$ cat src/rtl/apb_master_if.sv
// Command/response handshake plus APB3 bus bundle for apb_master.
// master = requester side (the DUT), slave = command source and APB completer.
interface apb_master_if #(
    parameter int ADDR_WIDTH = 5,
    parameter int DATA_WIDTH = 32
);
    logic                  req_valid;
    logic                  req_ready;
    logic [ADDR_WIDTH-1:0] req_addr;
    logic                  req_write;
    logic [DATA_WIDTH-1:0] req_wdata;

    logic                  rsp_valid;
    logic [DATA_WIDTH-1:0] rsp_rdata;
    logic                  rsp_err;
    logic                  rsp_timeout;

    logic [ADDR_WIDTH-1:0] PADDR;
    logic                  PSEL;
    logic                  PENABLE;
    logic                  PWRITE;
    logic [DATA_WIDTH-1:0] PWDATA;
    logic [DATA_WIDTH-1:0] PRDATA;
    logic                  PREADY;
    logic                  PSLVERR;

    modport master (
        input  req_valid, req_addr, req_write, req_wdata,
        input  PRDATA, PREADY, PSLVERR,
        output req_ready,
        output rsp_valid, rsp_rdata, rsp_err, rsp_timeout,
        output PADDR, PSEL, PENABLE, PWRITE, PWDATA
    );

    modport slave (
        output req_valid, req_addr, req_write, req_wdata,
        output PRDATA, PREADY, PSLVERR,
        input  req_ready,
        input  rsp_valid, rsp_rdata, rsp_err, rsp_timeout,
        input  PADDR, PSEL, PENABLE, PWRITE, PWDATA
    );
endinterface

$ cat src/rtl/apb_master.sv
// APB3 requester: one valid/ready command in, one APB transfer out,
// one response pulse back, with an optional wait-state timeout.
module apb_master #(
    parameter int ADDR_WIDTH     = 5,
    parameter int DATA_WIDTH     = 32,
    parameter int TIMEOUT_CYCLES = 16
) (
    input  logic         PCLK,
    input  logic         PRESETn,
    apb_master_if.master bus
);
    localparam int CW = (TIMEOUT_CYCLES > 0) ? $clog2(TIMEOUT_CYCLES + 1) : 1;
    localparam logic [CW-1:0] LAST =
        CW'((TIMEOUT_CYCLES > 0) ? TIMEOUT_CYCLES - 1 : 0);
    localparam bit TMO_EN = (TIMEOUT_CYCLES > 0);

    typedef enum logic [1:0] {IDLE, SETUP, ACCESS} state_t;

    state_t                state_q, state_d;
    logic                  psel_q, psel_d;
    logic                  penable_q, penable_d;
    logic                  pwrite_q, pwrite_d;
    logic [ADDR_WIDTH-1:0] paddr_q, paddr_d;
    logic [DATA_WIDTH-1:0] pwdata_q, pwdata_d;
    logic                  rsp_valid_q, rsp_valid_d;
    logic [DATA_WIDTH-1:0] rsp_rdata_q, rsp_rdata_d;
    logic                  rsp_err_q, rsp_err_d;
    logic                  rsp_timeout_q, rsp_timeout_d;
    logic [CW-1:0]         cnt_q, cnt_d;

    always_ff @(posedge PCLK or negedge PRESETn) begin
        if (!PRESETn) begin
            state_q       <= IDLE;
            psel_q        <= 1'b0;
            penable_q     <= 1'b0;
            pwrite_q      <= 1'b0;
            paddr_q       <= '0;
            pwdata_q      <= '0;
            rsp_valid_q   <= 1'b0;
            rsp_rdata_q   <= '0;
            rsp_err_q     <= 1'b0;
            rsp_timeout_q <= 1'b0;
            cnt_q         <= '0;
        end else begin
            state_q       <= state_d;
            psel_q        <= psel_d;
            penable_q     <= penable_d;
            pwrite_q      <= pwrite_d;
            paddr_q       <= paddr_d;
            pwdata_q      <= pwdata_d;
            rsp_valid_q   <= rsp_valid_d;
            rsp_rdata_q   <= rsp_rdata_d;
            rsp_err_q     <= rsp_err_d;
            rsp_timeout_q <= rsp_timeout_d;
            cnt_q         <= cnt_d;
        end
    end

    always_comb begin
        state_d       = state_q;
        psel_d        = psel_q;
        penable_d     = penable_q;
        pwrite_d      = pwrite_q;
        paddr_d       = paddr_q;
        pwdata_d      = pwdata_q;
        rsp_valid_d   = 1'b0;
        rsp_rdata_d   = rsp_rdata_q;
        rsp_err_d     = rsp_err_q;
        rsp_timeout_d = rsp_timeout_q;
        cnt_d         = cnt_q;

        unique case (state_q)
            IDLE: begin
                psel_d    = 1'b0;
                penable_d = 1'b0;
                if (bus.req_valid) begin
                    paddr_d  = bus.req_addr;
                    pwrite_d = bus.req_write;
                    pwdata_d = bus.req_wdata;
                    psel_d   = 1'b1;
                    state_d  = SETUP;
                end
            end
            SETUP: begin
                penable_d = 1'b1;
                cnt_d     = '0;
                state_d   = ACCESS;
            end
            ACCESS: begin
                // PREADY wins over a timeout landing on the same cycle
                if (bus.PREADY) begin
                    rsp_valid_d   = 1'b1;
                    rsp_rdata_d   = pwrite_q ? '0 : bus.PRDATA;
                    rsp_err_d     = bus.PSLVERR;
                    rsp_timeout_d = 1'b0;
                    psel_d        = 1'b0;
                    penable_d     = 1'b0;
                    state_d       = IDLE;
                end else if (TMO_EN && cnt_q == LAST) begin
                    rsp_valid_d   = 1'b1;
                    rsp_rdata_d   = '0;
                    rsp_err_d     = 1'b1;
                    rsp_timeout_d = 1'b1;
                    psel_d        = 1'b0;
                    penable_d     = 1'b0;
                    state_d       = IDLE;
                end else begin
                    cnt_d = cnt_q + 1'b1;
                end
            end
            default: begin
                psel_d    = 1'b0;
                penable_d = 1'b0;
                state_d   = IDLE;
            end
        endcase
    end

    assign bus.req_ready   = (state_q == IDLE);
    assign bus.PSEL        = psel_q;
    assign bus.PENABLE     = penable_q;
    assign bus.PWRITE      = pwrite_q;
    assign bus.PADDR       = paddr_q;
    assign bus.PWDATA      = pwdata_q;
    assign bus.rsp_valid   = rsp_valid_q;
    assign bus.rsp_rdata   = rsp_rdata_q;
    assign bus.rsp_err     = rsp_err_q;
    assign bus.rsp_timeout = rsp_timeout_q;
endmodule
$ cat src/flat_wrapper.sv
// flat-port wrapper written by rule: the top's interface ports become plain ports
module apb_master_flat 
#(
    parameter int ADDR_WIDTH     = 5,
    parameter int DATA_WIDTH     = 32,
    parameter int TIMEOUT_CYCLES = 16
)
  (PCLK, PRESETn, bus_req_valid, bus_req_addr, bus_req_write, bus_req_wdata, bus_PRDATA, bus_PREADY, bus_PSLVERR, bus_req_ready, bus_rsp_valid, bus_rsp_rdata, bus_rsp_err, bus_rsp_timeout, bus_PADDR, bus_PSEL, bus_PENABLE, bus_PWRITE, bus_PWDATA);
  apb_master_if #(.ADDR_WIDTH(ADDR_WIDTH), .DATA_WIDTH(DATA_WIDTH)) bus_i ();
  input  logic PCLK;
  input  logic PRESETn;
  input wire logic [$bits(bus_i.req_valid)-1:0] bus_req_valid;
  input wire logic [$bits(bus_i.req_addr)-1:0] bus_req_addr;
  input wire logic [$bits(bus_i.req_write)-1:0] bus_req_write;
  input wire logic [$bits(bus_i.req_wdata)-1:0] bus_req_wdata;
  input wire logic [$bits(bus_i.PRDATA)-1:0] bus_PRDATA;
  input wire logic [$bits(bus_i.PREADY)-1:0] bus_PREADY;
  input wire logic [$bits(bus_i.PSLVERR)-1:0] bus_PSLVERR;
  output wire logic [$bits(bus_i.req_ready)-1:0] bus_req_ready;
  output wire logic [$bits(bus_i.rsp_valid)-1:0] bus_rsp_valid;
  output wire logic [$bits(bus_i.rsp_rdata)-1:0] bus_rsp_rdata;
  output wire logic [$bits(bus_i.rsp_err)-1:0] bus_rsp_err;
  output wire logic [$bits(bus_i.rsp_timeout)-1:0] bus_rsp_timeout;
  output wire logic [$bits(bus_i.PADDR)-1:0] bus_PADDR;
  output wire logic [$bits(bus_i.PSEL)-1:0] bus_PSEL;
  output wire logic [$bits(bus_i.PENABLE)-1:0] bus_PENABLE;
  output wire logic [$bits(bus_i.PWRITE)-1:0] bus_PWRITE;
  output wire logic [$bits(bus_i.PWDATA)-1:0] bus_PWDATA;
  assign bus_i.req_valid = bus_req_valid;
  assign bus_i.req_addr = bus_req_addr;
  assign bus_i.req_write = bus_req_write;
  assign bus_i.req_wdata = bus_req_wdata;
  assign bus_i.PRDATA = bus_PRDATA;
  assign bus_i.PREADY = bus_PREADY;
  assign bus_i.PSLVERR = bus_PSLVERR;
  assign bus_req_ready = bus_i.req_ready;
  assign bus_rsp_valid = bus_i.rsp_valid;
  assign bus_rsp_rdata = bus_i.rsp_rdata;
  assign bus_rsp_err = bus_i.rsp_err;
  assign bus_rsp_timeout = bus_i.rsp_timeout;
  assign bus_PADDR = bus_i.PADDR;
  assign bus_PSEL = bus_i.PSEL;
  assign bus_PENABLE = bus_i.PENABLE;
  assign bus_PWRITE = bus_i.PWRITE;
  assign bus_PWDATA = bus_i.PWDATA;
  apb_master #(.ADDR_WIDTH(ADDR_WIDTH), .DATA_WIDTH(DATA_WIDTH), .TIMEOUT_CYCLES(TIMEOUT_CYCLES)) u_core (.PCLK(PCLK), .PRESETn(PRESETn), .bus(bus_i));
endmodule
$ cat config.mk
export PLATFORM = sky130hd
export DESIGN_NAME = apb_master_flat
export DESIGN_NICKNAME = d
export VERILOG_FILES = /design/src/rtl/apb_master_if.sv /design/src/rtl/apb_master.sv /design/src/flat_wrapper.sv
export SDC_FILE = /design/constraint.sdc
export NUM_CORES = 1
export LEC_CHECK = 0
export BUFFER_PORTS_ARGS = -buffer_cell sky130_fd_sc_hd__buf_2
export CAP_MARGIN = 40
export CORE_AREA = 2 2 96 98
export CTS_CLUSTER_DIAMETER = 100
export DETAILED_ROUTE_END_ITERATION = 8
export DIE_AREA = 0 0 98 100
export PLACE_DENSITY = 0.62
export SYNTH_ARGS = -nofsm -noshare
export SYNTH_HDL_FRONTEND = slang
export SYNTH_SLANG_ARGS = --single-unit
$ cat constraint.sdc
create_clock -name PCLK -period 4.1 [get_ports PCLK]
set_clock_uncertainty 0.2 [all_clocks]
set_input_delay 0.615 -clock PCLK [delete_from_list [all_inputs] [get_ports PCLK]]
set_output_delay 0.615 -clock PCLK [all_outputs]
set_load 0.02 [all_outputs]
# [After elaboration in Yosys (flattened, before gate mapping)]
# Cells that the tools add are included.
[word_totals] ram_bits=0 romBits=0 word_cells=49 n_memories=0 latchBits=0 register_bits=82 input_bits=75
[op_classes] order_cmp=0 mul=0 mux=21 n_bitwise=1 n_eq_ne=7 n_reduce_logical=8 div=0 shift=0 add_sub_neg=1
[ops] op="2-to-1 mux 32 bit" n=3
[ops] op="2-to-1 mux 5 bit" n=2
[ops] op="one-hot mux 5 bit (2 select lines)" n=1
[ops] op="2-to-1 mux 1 bit" n=9
[ops] op="AND reduction 2 bit" n=4
[ops] op="2-to-1 mux 2 bit" n=3
[ops] op="inequality test 2 bit (second input constant)" n=3
[ops] op="one-hot mux 2 bit (3 select lines)" n=1
[ops] op="adder 5 x 1 -> 5 bit (second input constant)" n=1
[ops] op="== test 5 x 4 -> 1 bit (second input constant)" n=1
[ops] op="nonzero test 2 bit" n=2
[ops] op="inequality test 3 x 2 -> 1 bit (second input constant)" n=1
[ops] op="one-hot mux 1 bit (3 select lines)" n=1
[ops] op="AND reduction 3 bit" n=1
[ops] op="== test 2 x 1 -> 1 bit (second input constant)" n=1
[ops] op="== test 2 bit (second input constant)" n=1
[ops] op="logical NOT 2 bit" n=1
[ops] op="one-hot mux 1 bit (2 select lines)" n=1
[ops] op="NOT 1 bit" n=1

# [Depth between registers and ports, before layout]
# Gate-level depths: netlist of run 1.
[logic_depth] depth_word=4 ltp_mapped=6 depth_no_buf=6

# [Worst setup path before layout of run 1]
# OpenSTA, ideal clock, no wires.
[synth_path] path_kind="flip-flop to flip-flop" startpoint="register u_core.cnt_q[0]" endpoint="register u_core.cnt_q[0]" setup_slack_ns=2.108 required_time_ns=3.779 arrival_ns=1.671 path_stages_with_launch=7 setup_ns=0.121 cell_sequence="dfrtp_1 -> ha_1 -> and3_1 -> ha_1 -> nor2_1 -> a21oi_1 -> a22o_1"
[synth_between] elab_chain_len=4 word_cells_on_any_way=7 classes_between="1 x add/sub; 2 x eq/ne; 3 x mux; 1 x reduce/logical"
[synth_rtl] element="start, declared" line="apb_master.sv:29" rtl="logic [CW-1:0] cnt_q, cnt_d;"
[synth_rtl] element="start signal, assigned" line="apb_master.sv:55" rtl="cnt_q <= cnt_d;"
[synth_rtl] element="adder 5 x 1 -> 5 bit" line="apb_master.sv:108" rtl="cnt_d = cnt_q + 1'b1;"
[synth_rtl] element="2-to-1 mux 5 bit" line="apb_master.sv:99" rtl="end else if (TMO_EN && cnt_q == LAST) begin"
[synth_rtl] element="2-to-1 mux 5 bit" line="apb_master.sv:91" rtl="if (bus.PREADY) begin"
[synth_rtl] element="one-hot mux 5 bit (2 select lines)" line="apb_master.sv:72" rtl="unique case (state_q)"
# Parallel ways exist; a longest one is shown, timed or not. The select of a mux whose other input is x is not followed.
# A chain may end at the register's enable or synchronous reset.

# [Final worst setup path of run 1]
[layout_path] startpoint="register u_core.state_q[1]" endpoint="register u_core.rsp_rdata_q[26] (netlist: u_core.bus.rsp_rdata[26])"
[layout_between] elab_chain_len=2
[layout_rtl] element="start, declared" line="apb_master.sv:19" rtl="state_t state_q, state_d;"
[layout_rtl] element="start signal, assigned" line="apb_master.sv:45" rtl="state_q <= state_d;"
[layout_rtl] element="== test 2 bit" line="apb_master.sv:72"
[layout_rtl] element="AND reduction 2 bit (no line)"
[layout_rtl] element="end signal, assigned" line="apb_master.sv:52" rtl="rsp_rdata_q <= rsp_rdata_d;"
[layout_rtl] element="end, declared" line="apb_master.sv:26" rtl="logic [DATA_WIDTH-1:0] rsp_rdata_q, rsp_rdata_d;"
# No other way between the ends.

==> results.md, run 1 <==
- After clock tree synthesis, the clock-pin slew on the worst setup and hold paths is approximately 0.090 ns.
- The final weighted congestion in routability-driven placement is 0.731.
- The max-capacitance violation count is 0.
- Setup repair after global routing left no endpoint under its margin.
- Synthesis inferred 82 register bits.
- Once layout is complete, the utilization of the core stands at 0.483.
- The total inserted antenna cells is 0.
- The initialized floorplan defines 35 standard-cell rows.
- Across every metal layer, demand over resource in global routing totals 0.143.
- After detailed routing, the number of vias per cell comes to between 4 and 5.
- The clock group share of total power is 0.190.
- The most area-hungry cell type in the Yosys netlist is sky130_fd_sc_hd__dfrtp_1.
- The signal on the critical path passes through nor2b_1 > and3b_1 > buf_16 > a22o_1.
- The total area inside the core boundary comes to 8890 sq um.
- Adding up every negative setup slack in the final design gives 0 ns.
- At the end of the flow, the number of nets in the layout was approximately 440.
- The startpoint of the most critical setup path is u_core.state_q[1]$_DFFE_PN0P_.
- Post-CTS timing repair inserted 0 buffers for setup.
- The maximum cell stage delay along the critical path is between 0.5 and 0.6 ns.
- At the worst endpoint, the arrival time is between 2 and 2.5 ns.
- Along the worst path, the maximum fanout reaches 24.
- The worst pin sits at a relative slew slack of 0.651.
- The post-route total power is 3470 uW.
- Of the post-synthesis cell area, the dominant cell type holds 0.644.
- In this run the mean area of a mapped cell was between 15 and 20 sq um.
- The mapped netlist covers 3190 sq um.
- Of the synthesized area, sequential elements account for 0.644.
- The detailed placer's ending HPWL is roughly 5 mm.
- The number of different library cells used by synthesis comes to 32.
- The total overflow left after global routing is 0.
- Of all flip-flops after synthesis, the portion carrying an async set or reset was 1.00.
- The number of buffers inserted during clock tree synthesis is 9.
- The final critical-path required period is between 2 and 2.5 ns.
- The static leakage power is around 0.0022 uW.
- At the later pin of the worst-skew pair, clock insertion delay measures 0.34 ns.
- Counting every instance in the synthesized netlist gives 212.
- The share of the clock period used by the worst path is 0.539.
- The combinational share of power is 0.417.
- The hold-fix buffer count after cts is 1.
- The type of the setup path with the least slack is reg -> reg.
- Of the total synthesized cell area, the portion taken by AND, OR, NAND and NOR gates is 0.0346.
- By area the synthesized netlist is led by sky130_fd_sc_hd__dfrtp_1, sky130_fd_sc_hd__a22o_1, sky130_fd_sc_hd__mux2_1.
- The clock tree buffer depth is 2.
- The die is 98 um wide.
- In this run the count of I/O pins placed on the die edge is approximately 150.
- The total setup violations reported at the end of the flow is 0.
- The total count of hold-check failures in the final report came to 0.
- The largest net degree at the start of global routing is 62.
- For the pin with the worst max-slew slack, the measured transition is between 0.5 and 0.6 ns.
- The path category of the worst min-delay check is in -> reg.
- The fraction of power spent switching nets is 0.381.
- The total via count in the routed design is 2293.
- Counting every net in the synthesized netlist gives 289.
- The sort of element at the start of the critical path is a flop.
- The data required time of the critical path is 4.18 ns.
- The final-report max-slew violation count was 0.
- The root cell of the clock tree is sky130_fd_sc_hd__clkbuf_8.
- Of the total power, registers draw 0.393.
- The commonest cells after synthesis are sky130_fd_sc_hd__dfrtp_1, sky130_fd_sc_hd__a22o_1, sky130_fd_sc_hd__mux2_1, sky130_fd_sc_hd__mux2_4.
- The DRC violations left is 0.
- Of the total synthesized cell area, the portion taken by XOR and XNOR cells is 0.00275.
- The Yosys step of the flow raised 0 warnings.
- The beginning of the worst hold path is bus_req_wdata[18].
- The number of antenna violations at the first check in global routing was 0.
- The floorplan step defined a die boundary enclosing between 9000 and 10000 sq um.
- The synthesized design contains 0 enable-type register cells.
- The first global-routing pass estimated between 10 and 15 mm of wire.
- The via count of the first global-routing pass is approximately 2300.
- The detailed-router iteration count before antenna repair is 4.
- The area growth from synthesis to layout is 34.7%.
- The largest individual stage delay along the critical path comes from the cell sky130_fd_sc_hd__dfrtp_1.
- sky130_fd_sc_hd__dfrtp_1 is the most common cell in the netlist.
- In the synthesized netlist the dominant register cell turns out to be sky130_fd_sc_hd__dfrtp_1.
- The cell-internal power is between 2000 and 2500 uW.
- Static timing analysis puts the maximum clock frequency at 453 MHz.
- In this run the remaining antenna-violating nets after routing total 0.
- The tree built by TritonCTS fans out to roughly 80 sinks.
- The power per unit of standard cell area is 808 nW/um^2.
- Of the total synthesized cell area, the portion taken by full adders, half adders and majority gates is 0.00786.
- The fraction of the mapped netlist area in compound gates was 0.125.
- In this run the number of H-tree levels came out at 3.
- The worst reg2reg path startpoint is u_core.state_q[1]$_DFFE_PN0P_.
- The mux share of post-synthesis cell area is 0.145.
- The net switching power is ~1300 uW.
- In the final routed layout, each cell accounts on average for approximately 15 um.
- Gates resized during post-CTS repair numbered 0.
- Of the cells placed in the final design, the portion with a size suffix greater than 1 is 0.504.
- The main combinational cell family by area after synthesis is multiplexers.
- The DRC violation total after the first TritonRoute iteration is 93.
- The run finished with clean final reports.
- Input and output buffers added on the ports amount to 150.
- Wires add up to 6.99 mm.
- The kind of end point of the critical path is a flop.
- Across the VDD grid, the largest voltage drop is 0.000319 V.
- The CTS tree is built.
- The height of the die is roughly 100 um.
- For this configuration, the core starts out at a cell density of 0.358.
## routing by layer
| metal | track usage | vias up | share of wire |
|---|---|---|---|
| li1 | - | 1072 | - |
| met1 | 0.185 | 1108 | 0.43 |
| met2 | 0.223 | 95 | 0.48 |
| met3 | 0.0327 | 18 | 0.061 |
| met4 | 0.0812 | 0 | 0.029 |
| met5 | 0 | - | 0 |
## placed cells by master (no fill, tap or decap), types with 2 or more instances in the layout
master / n
sky130_fd_sc_hd__buf_2: 149
sky130_fd_sc_hd__dfrtp_1: 82
sky130_fd_sc_hd__a22o_1: 35
sky130_fd_sc_hd__mux2_1: 24
sky130_fd_sc_hd__clkbuf_8: 10
sky130_fd_sc_hd__mux2_4: 9
sky130_fd_sc_hd__inv_1: 6
sky130_fd_sc_hd__a21oi_1: 6
sky130_fd_sc_hd__mux2_2: 5
sky130_fd_sc_hd__nor2b_1: 3
sky130_fd_sc_hd__nand2_1: 3
sky130_fd_sc_hd__and3_1: 2
sky130_fd_sc_hd__nor2_1: 2
sky130_fd_sc_hd__and3b_1: 2
sky130_fd_sc_hd__o21ai_1: 2
sky130_fd_sc_hd__nand3_1: 2
sky130_fd_sc_hd__ha_1: 2
sky130_fd_sc_hd__inv_6: 2
sky130_fd_sc_hd__bufinv_16: 2
sky130_fd_sc_hd__buf_4: 2
sky130_fd_sc_hd__buf_16: 2
## layout make-up
type,instances,area (sq um)
clock buffers,11,141
fillers,809,4600
repair buffers,155,846
multi-input cells,110,1010
well taps,111,139
inverters,6,22.5
clock inverters,5,85.1
flip-flops and latches,82,2050
## stage by stage
stage	hold WS, ns	setup slack [ns]	instances	area (sq um)
finish	0.271	1.89	480	4290
global route	0.259	1.67	480	4290
CTS	0.254	1.90	480	4290
detailed placement	0.270	1.91	463	4060
global placement	0.261	1.58	460	3980
floorplan	0.119	2.11	212	3190
## power groups by stage
stage / clock network [uW] / registers (uW) / logic [uW]
3_5_place_dp: 0 / 1370 / 1470
6_report: 659 / 1360 / 1440
5_1_grt: 716 / 1410 / 1550
3_3_place_gp: 0 / 1370 / 1420
4_1_cts: 685 / 1370 / 1470
2_1_floorplan: 0 / 1780 / 556
## state kept, by name, summed over array words and instances (netlist names)
register,count
u_core.bus.rsp_valid,1
u_core.bus.rsp_timeout,1
u_core.bus.PWRITE,1
u_core.bus.rsp_err,1
u_core.bus.PWDATA,32
u_core.state_q,2
u_core.bus.rsp_rdata,32
u_core.bus.PSEL,1
u_core.bus.PENABLE,1
u_core.cnt_q,5
u_core.bus.PADDR,5
## worst paths after layout
kind | slack, ns | endpoint | depth (start not counted)
max | 1.89 | u_core.bus.rsp_rdata[26]$_DFFE_PN0P_ | 4
min | 0.27 | u_core.bus.PWDATA[18]$_DFFE_PN0P_ | 2
max reg2reg | 1.89 | u_core.bus.rsp_rdata[26]$_DFFE_PN0P_ | 4
min reg2reg | 0.29 | u_core.bus.PWDATA[5]$_DFFE_PN0P_ | 1
max in group asynchronous | 2.61 | u_core.cnt_q[0]$_DFFE_PN0P_ | 3
min in group asynchronous | 0.50 | u_core.bus.PWDATA[5]$_DFFE_PN0P_ | 2
## logic make-up (layout without fill, tap and decap cells)
group                      after synthesis  count (layout)
DFF                                     82              82
AOI/OAI and AO/OA                       50              50
muxes                                   38              38
buffers and inverters                   20             177
and+or+nand+nor                         19              19
adders and majority gates                2               2
xor gates and xnor gates                 1               1
## worst max-delay path, delay by kind of cell (launching register included)
| family | cells | cell delay (ns) |
|---|---|---|
| AND/OR/NAND/NOR | 2 | 1.03 |
| AO/OA/AOI/OAI | 1 | 0.14 |
| flip-flops | 1 | 0.55 |
| buffers and inverters | 1 | 0.22 |
Power figures use the tool's default switching activity.
==> run 2, diff against run 1 <==
==> constraint.sdc (replaced) <==
create_clock -name PCLK -period 2.09 [get_ports PCLK]
set_clock_uncertainty 0.2 [all_clocks]
set_input_delay 0.3135 -clock PCLK [delete_from_list [all_inputs] [get_ports PCLK]]
set_output_delay 0.3135 -clock PCLK [all_outputs]
set_load 0.02 [all_outputs]
==> run 2 against run 1 <==
Effect of this change: routed wire length up 15%; sequential cell count is the same; sequential power is 93% higher; die area is the same; critical path type unchanged; critical endpoint is now u_core.cnt_q[1]$_DFFE_PN0P_; largest power group unchanged.
==> results.md, run 2 (synthesized netlist as in run 1, its figures left out) <==
- The number of cell instances on the worst register-to-register path came to 6 (+2).
- The clock tree buffer depth is 2 (unchanged).
- The number of nets with antenna violations after routing is 0 (unchanged).
- The first-pass GRT wire length is 13.0 mm (+15%).
- The total count of hold-check failures in the final report is 0 (unchanged).
- The largest net degree at the start of global routing is 39 (-37%).
- The maximum VDD drop is 0.000603 V (+89%).
- Leaving out fill and tap cells, the most frequent cell in the layout is sky130_fd_sc_hd__buf_2.
- The initial cell density of the core is 0.358 (unchanged).
- The total inserted antenna cells came to 0 (unchanged).
- The transition time at the pin with the least slew margin was 0.499 ns (-0.0235 ns).
- The max-capacitance violation count came to 0 (unchanged).
- The height of the die is 100 um (unchanged).
- The final critical-path required period is 1.97 ns (-0.238 ns).
- The leftover overflow at the end of global routing is 0 (unchanged).
- The layer with the highest usage is met2.
- The DRC violations left came to 0 (unchanged).
- The number of antenna violations at the first check in global routing is 0 (unchanged).
- The final weighted congestion in routability-driven placement came to 0.795 (+8.9%).
- The net total in the final layout is 521 (+18%).
- Setup repair after global routing left no endpoint under its margin.
- The data required time of the critical path is 2.17 ns (-2.01 ns).
- The worst slew margin relative to its limit was 0.668 (+0.0164).
- The number of gates given a new drive strength after cts is 0 (unchanged).
- The synthesis-to-finish area growth is 59.2%.
- The count of buffers from port buffering is 150 (unchanged).
- The boundary pin count came to 151 (unchanged).
- The aggregate routed wire length is 8.03 mm (+15%).
- The total via count in the routed design is 2582 (+13%).
- The number of non-filler instances in the completed layout is 559 (+16%).
- The wire length per cell is 14.4 um (-1.4%).
- The placed instance count came to 471 (+1.7%).
- The power per unit of standard cell area came to 1400 nW/um^2 (+73%).
- The CTS tree is built.
- The fmax is 507 MHz (+12%).
- The number of vias per cell is 4.62 (-3.3%).
- The row count came to 35 (unchanged).
- The number of buffers inserted during clock tree synthesis was 9 (unchanged).
- The detailed placer's ending HPWL was 5.18 mm (+4.0%).
- The share of the clock period used by the worst path is 0.944 (+0.405).
- The static leakage power is 0.00258 uW (+15%).
- The met3 global-route usage came to 0.0439 (+0.0111).
- The total setup violations reported at the end of the flow is 0 (unchanged).
- The maximum fanout encountered on the critical timing path is 4 (-83%).
- The setup TNS came to 0 ns (unchanged).
- The clock latency on the worst-skew pair is 0.35 ns (about the same).
- Leaving out fill and tap cells, the most frequent cells in the layout are sky130_fd_sc_hd__buf_2, sky130_fd_sc_hd__dfrtp_1, sky130_fd_sc_hd__dlygate4sd3_1.
- The overall track demand over capacity in global routing is 0.167 (+0.0234).
- The core box area is 8890 sq um (unchanged).
- Clock tree synthesis selected as its root buffer the cell sky130_fd_sc_hd__clkbuf_8.
- The run finished with clean final reports.
- The share of cells above drive strength 1 was 0.435 (-0.0688).
- The final-report max-slew violation count is 0 (unchanged).
- The H-tree depth is 3 (unchanged).
- The detailed-router iteration count before antenna repair was 4 (unchanged).
- The met2 routing resource usage after global routing was 0.286 (+0.0627).
- The DRC violation total after the first TritonRoute iteration is 53 (-43%).
- The data arrival time at the worst-slack endpoint is 2.05 ns (-0.24 ns).
- STA classifies the critical path endpoint as a flop.
- The via count of the first global-routing pass is 2741 (+20%).
- The cell depth of the worst hold path is 2 (unchanged).
- The fraction of met1 tracks used by global routing is 0.200 (+0.0152).
- The full die area came to 9800 sq um (unchanged).
- The post-CTS clock slew at the launch and capture registers of the worst setup and hold paths came to 0.08 ns (about the same).
- The type of the setup path with the least slack is reg -> reg.
- The sort of element at the start of the critical path is a flop.
- The CTS sink count is 82 (unchanged).
- The horizontal die dimension was 98 um (unchanged).
- The min-delay analysis places its worst path in the category in -> reg.
==> run 2: changes by cell type in the layout (fill, tap and decap cells not counted) <==
cell and delta:
sky130_fd_sc_hd__clkinv_2 +1, sky130_fd_sc_hd__clkbuf_8 -1, sky130_fd_sc_hd__bufinv_16 +1, sky130_fd_sc_hd__inv_6 -2
sky130_fd_sc_hd__buf_16 -2, sky130_fd_sc_hd__buf_4 +9, sky130_fd_sc_hd__dlygate4sd3_1 +70, sky130_fd_sc_hd__clkinv_4 +1
sky130_fd_sc_hd__clkinvlp_4 -1, sky130_fd_sc_hd__buf_12 +3
==> run 2: worst paths after layout <==
check / from / endpoint / slack, ns
worst max-delay path: u_core.cnt_q[0]$_DFFE_PN0P_ / u_core.cnt_q[1]$_DFFE_PN0P_ / 0.12
worst min-delay path: bus_PREADY / u_core.bus.rsp_timeout$_DFFE_PN0P_ / 0.03
worst max register to register: u_core.cnt_q[0]$_DFFE_PN0P_ / u_core.cnt_q[1]$_DFFE_PN0P_ / 0.12
worst min register to register: u_core.bus.PADDR[2]$_DFFE_PN0P_ / u_core.bus.PADDR[2]$_DFFE_PN0P_ / 0.29
max in group asynchronous: PRESETn / u_core.bus.rsp_rdata[26]$_DFFE_PN0P_ / 0.81
min in group asynchronous: PRESETn / u_core.bus.PWDATA[7]$_DFFE_PN0P_ / 0.27
==> run 2: routing by layer <==
metal | wire length [um] | vias to the layer above
met5 | 0 | -
met4 | 157 | 0
met3 | 444 | 15
met2 | 4100 | 84
met1 | 3320 | 1248
li1 | - | 1235
==> run 2: cell type report <==
class / count / area, sq um
sequential: 82 / 2050
multi-input combinational: 110 / 1010
tap: 111 / 139
inverter: 6 / 22.5
clock buffer: 10 / 128
timing repair buffer: 235 / 1620
fill: 752 / 3820
clock inverter: 5 / 104
==> run 2: what timing repair did <==
item | in CTS | in global routing
endpoints found under the hold margin | 105 | 1
buffers inserted | 0 | 2
hold buffers | 70 | 1
endpoints found under the setup margin | 0 | 1
==> run 2: through the flow <==
stage | setup slack, ns | total power [uW] | util | area [sq um] | hold slack (ns)
finish | 0.118 | 7090 | 0.570 | 5070 | 0.0285
global route | 0.0223 | 7520 | 0.570 | 5070 | 0.00389
CTS | 0.101 | 7150 | 0.567 | 5040 | 0.000564
detailed placement | 0.123 | 5670 | 0.463 | 4110 | 0.119
global placement | 0.153 | 5600 | 0.463 | 4110 | 0.115
floorplan | 0.0983 | 4580 | - | 3190 | -0.182
==> run 2: where the power goes <==
group / switching [uW] / leakage [uW] / internal [uW] / total (uW)
clock network: 551 / 0.000116 / 788 / 1340
logic: 1740 / 0.00144 / 1380 / 3120
registers: 350 / 0.00102 / 2280 / 2630
==> run 2: worst max-delay path: stages, from the launching register on <==
cell and delay, ns:
sky130_fd_sc_hd__dfrtp_1 0.40, sky130_fd_sc_hd__ha_1 0.23, sky130_fd_sc_hd__and3_1 0.19, sky130_fd_sc_hd__ha_1 0.22
sky130_fd_sc_hd__or3_1 0.36, sky130_fd_sc_hd__o21ai_1 0.16, sky130_fd_sc_hd__a22o_1 0.15
